--- src/rtl/fetch_stage.sv ---
// Instruction-fetch stage: owns the PC, addresses the synchronous BIOS/IMEM
// reads and presents one instruction per cycle with its PC to decode.
module fetch_stage #(
  parameter logic [31:0] RESET_PC = 32'h4000_0000,
  parameter logic [31:0] NOP_INST = 32'h0000_0013
) (
  input  logic        clk,
  input  logic        rst,
  input  logic        stall,
  input  logic        redirect_valid,
  input  logic [31:0] redirect_pc,
  output logic [11:0] bios_addra,
  input  logic [31:0] bios_douta,
  output logic [13:0] imem_addrb,
  input  logic [31:0] imem_doutb,
  output logic [31:0] if_pc,
  output logic [31:0] if_inst,
  output logic        if_valid,
  output logic        fetch_fault
);

  typedef enum logic [1:0] {
    SRC_BIOS = 2'd0,
    SRC_IMEM = 2'd1,
    SRC_NONE = 2'd2
  } src_e;

  logic [31:0] pc;
  logic [31:0] next_pc;
  src_e        src_q;
  src_e        next_src;
  logic        misaligned_redirect;

  function automatic src_e region_of(input logic [31:0] addr);
    case (addr[31:28])
      4'b0100:         return SRC_BIOS;
      4'b0001, 4'b0010: return SRC_IMEM;
      default:         return SRC_NONE;
    endcase
  endfunction

  // Stall is a replay: re-present pc so the memories reread the same word,
  // which keeps if_inst stable without a skid buffer. Redirect beats stall.
  always_comb begin
    // NOTE: every path assigns next_pc, so no latch is inferred.
    next_pc = pc + 32'd4;
    if (rst || !if_valid)  next_pc = RESET_PC;
    else if (redirect_valid) next_pc = {redirect_pc[31:2], 2'b00};
    else if (stall)          next_pc = pc;
  end

  assign next_src            = region_of(next_pc);
  assign misaligned_redirect = redirect_valid && (redirect_pc[1:0] != 2'b00);

  // Both buses follow next_pc unconditionally; src_q picks the right one later.
  assign bios_addra = next_pc[13:2];
  assign imem_addrb = next_pc[15:2];

  // NOTE: sequential state uses non-blocking assignments only.
  always_ff @(posedge clk or posedge rst) begin
    if (rst) begin
      pc          <= RESET_PC;
      src_q       <= SRC_BIOS;
      if_valid    <= 1'b0;
      fetch_fault <= 1'b0;
    end else begin
      pc       <= next_pc;
      src_q    <= next_src;
      if_valid <= 1'b1;
      if (next_src == SRC_NONE || misaligned_redirect)
        fetch_fault <= 1'b1;
    end
  end

  assign if_pc = pc;

  always_comb begin
    case (src_q)
      SRC_BIOS: if_inst = bios_douta;
      SRC_IMEM: if_inst = imem_doutb;
      default:  if_inst = NOP_INST;
    endcase
  end

endmodule

--- config.mk ---
export PLATFORM = sky130hd
export DESIGN_NAME = fetch_stage
export DESIGN_NICKNAME = d
export VERILOG_FILES = /design/src/rtl/fetch_stage.sv
export SDC_FILE = /design/constraint.sdc
export NUM_CORES = 1
export LEC_CHECK = 0
export ABC_AREA = 1
export BUFFER_PORTS_ARGS = -buffer_cell sky130_fd_sc_hd__buf_2
export CAP_MARGIN = 20
export CORE_ASPECT_RATIO = 1.4
export CORE_MARGIN = 1.5
export CORE_UTILIZATION = 39
export CTS_CLUSTER_DIAMETER = 120
export DETAILED_ROUTE_END_ITERATION = 16
export PLACE_DENSITY = 0.87
export SYNTH_ARGS = -nofsm -noshare
export SYNTH_HDL_FRONTEND = slang
export SYNTH_SLANG_ARGS = --single-unit
--- constraint.sdc ---
create_clock -name clk -period 2 [get_ports clk]
set_input_delay 0.1 -clock clk [delete_from_list [all_inputs] [get_ports clk]]
set_output_delay 0.1 -clock clk [all_outputs]
set_load 0.05 [all_outputs]
==> results.json <==
{
  "grt_use_met2_pct": 42.1,
  "fillCellCount": 628,
  "p_sw_share_pct": 41.2,
  "p_int_mw": 1.41,
  "fin_tns_setup_ns": -2.21,
  "place.gp.congestion": 0.905,
  "r2r_end": "if_pc[13]",
  "p_clk_share_pct": 28.8,
  "max_slew_margin_pct": 63.3,
  "rsz0062_at_grt": "true",
  "grtUsageMet1_pct": 33.9,
  "dieArea_sq_mm": 0.00785,
  "yosysSeqAreaShare_pct": 29.8,
  "required_ns": 1.90,
  "grt_max_degree": 35,
  "p_leak_nw": 2.29,
  "synth-edff-count": 0,
  "ys_top_cells_by_count": "nand2_1 (85), inv_1 (48), dfrtp_1 (33)",
  "drt-vias-per-instance": 5.27,
  "synth.top_cell.area_share_pct": 28.9,
  "period_needed_ns": 2.25,
  "vias": 3660,
  "synth_area_leader_cell": "dfrtp_1",
  "worst_slew_pin_slew_ns": 0.550,
  "endpoint_kind": "output port",
  "grt_pass1_vias": 3461,
  "ys_warn_count": 0,
  "cap_violations": 0,
  "grt_pass1_wl_um": 16200,
  "synthDistinctLibCells": 40,
  "min_path_type": "in -> async",
  "crit_arrival_ns": 2.15,
  "fin_nets": 698,
  "io_buffer_count": 189,
  "slew_violations": 0,
  "dp_slack_ns": 0.0846,
  "clk_latency_ns": 0.30,
  "max_clock_freq_ghz": 0.444,
  "timing.final.ws_setup_ns": -0.254,
  "grt_usage_pct": 26.5,
  "die_y_um": 104,
  "first_pass_iters": 5,
  "pwr-share-seq_pct": 31.5,
  "hpwl_um": 7980,
  "ir_drop_mv": 0.451,
  "clk_pin_slew_ns": 0.08,
  "drive_gt1_share_pct": 49.3,
  "tritoncts": "built",
  "cts_max_level": 2,
  "drtIter0Drc": 336,
  "cts_root_buffer": "clkbuf_8",
  "ys.flop_type": "dfrtp_1",
  "core-area_sq_mm": 0.00703,
  "area_growth_pct": 50.6,
  "antenna_left": 0,
  "cp-startpoint": "if_pc[3]",
  "ys_seq_elements": 34,
  "cts.sinks": 34,
  "p_sw_mw": 0.986,
  "timing_hold_violations_final": 27,
  "critPathMaxFanout": 4,
  "wl_per_cell_um": 16.2,
  "final_core_util_pct": 61.2,
  "violations": "negative hold slack, negative setup slack",
  "pwr-share-comb_pct": 39.7,
  "cts-buffers-inserted": 5,
  "yosysMostFrequentCell": "nand2_1",
  "busiest_layer": "met2",
  "power_density_mw_per_mm2": 556,
  "crit_path_start_kind": "flop",
  "drt-total-wl_um": 11200,
  "met3_usage_pct": 6.78,
  "ys_top_cells_by_area": "dfrtp_1 (29%), nand2_1 (11%), a22o_1 (8.9%)",
  "r2r-start": "if_pc[3]",
  "drc": 0,
  "skew_ns": 0.0122,
  "syn_area_per_cell_sq_um": 7.00,
  "antenna_found_initial": 0,
  "async_reset_ff_share_pct": 100,
  "ios": 192,
  "overflow": 0,
  "endpoint": "imem_addrb[11]",
  "initial_utilization_pct": 40.7,
  "rrSetupSlack_ns": -0.20,
  "critPathKind": "reg -> out",
  "netlist_area_sq_mm": 0.00286,
  "final-setup-viol-count": 23,
  "finalPower_mw": 2.39,
  "rows": 36,
  "clk_path_buf_depth": 2,
  "timing.final.crit_share_pct": 113,
  "whs_ns": -0.00882,
  "ff2ff_path_depth": 16,
  "syn_inst": 408,
  "status": "complete, but fails checks",
  "die_w_um": 75.3
}
==> power by group through the flow <==
stage          clock (mW)  sequential (mW)  combinational [mW]
3_3_place_gp            0            0.761               0.874
5_1_grt             0.711            0.758               0.998
4_1_cts             0.684            0.750               0.918
3_5_place_dp            0            0.763               0.886
6_report            0.689            0.753               0.950
2_1_floorplan           0            0.841               0.574
==> placed cells by master, fill, tap and decap left out, types with 2 or more instances in the layout <==
cell          n
buf_2       168
nand2_1      83
inv_1        41
buf_4        32
a22o_1       29
dfrtp_1      28
nor2_1       27
o21ai_0      22
buf_6        16
nand3_1      15
inv_2        11
nand2_2      10
nor2_4       10
a21oi_1      10
nand4_1       8
o21ai_1       8
o211ai_1      8
nor2_2        7
nand3_2       6
nor3_1        6
clkbuf_8      6
dfrtp_2       5
buf_8         4
o22a_1        3
conb_1        3
clkinvlp_4    2
nand3_4       2
o22ai_1       2
nor3_4        2
nand3b_1      2
xor2_1        2
or2_2         2
==> cell type report <==
class | count | area [sq um] | share of cell area (%)
antenna | 1 | 2.50 | 0.0582
clock buffer | 7 | 86.3 | 2.01
clock inverter | 1 | 30.0 | 0.698
inverter | 55 | 216 | 5.03
multi-input combinational | 280 | 1660 | 38.6
sequential | 34 | 858 | 19.9
tap | 95 | 119 | 2.76
timing repair buffer | 221 | 1330 | 30.9
==> state kept, by name, indices dropped and copies added (netlist names) <==
signal and count:
if_valid 1, src_q 2, if_pc 30, fetch_fault 1
==> cells by family after synthesis <==
kind of cell    share of synthesized area [%]
other cells                             0.263
fa+ha+maj                               0.438
xor+xnor                                0.613
buf+inv                                  16.2
flops                                    29.8
compound gates                           21.9
simple gates                             30.8
==> worst max-delay path, cell delays in order (launching register included) <==
cell and delay, ns:
dfrtp_2 0.43, nand3_2 0.12, nor2_2 0.14, inv_2 0.07, nor2_4 0.10, inv_2 0.06
nor2_4 0.12, nand2_2 0.09, or2_1 0.25, nand3_2 0.07, o211ai_1 0.11, inv_2 0.14
buf_8 0.15
==> worst min-delay path by stage <==
stage,cells past startpoint,start,endpoint,slack [ns]
3_3_place_gp,3,rst,if_pc[15],0.31
5_1_grt,3,rst,if_pc[17],0.02
4_1_cts,3,rst,if_pc[11],0.003
6_report,3,rst,if_pc[11],-0.009
2_1_floorplan,1,rst,fetch_fault,0.04
3_5_place_dp,3,rst,if_pc[17],0.33
==> what timing repair did <==
item / 4_1_cts / 5_1_grt
pin swaps: 9 / 11
buffers inserted: 13 / 12
gates resized for setup: 42 / 45
endpoints found under the setup margin: 17 / 23
hold buffers: 0 / 0
==> routing by layer <==
metal	wire [um]	share of wire (%)
met1	4340	39
met2	5440	49
met3	1120	10
met4	311	2.8
met5	0	0
==> stage by stage <==
step	area, sq um	std cells
final	4300	694
after global routing	4300	693
after CTS	4090	682
after detailed placement	3750	661
after global placement	3750	661
after floorplan	2880	409
No activity file was read; power rests on OpenSTA's default activity.
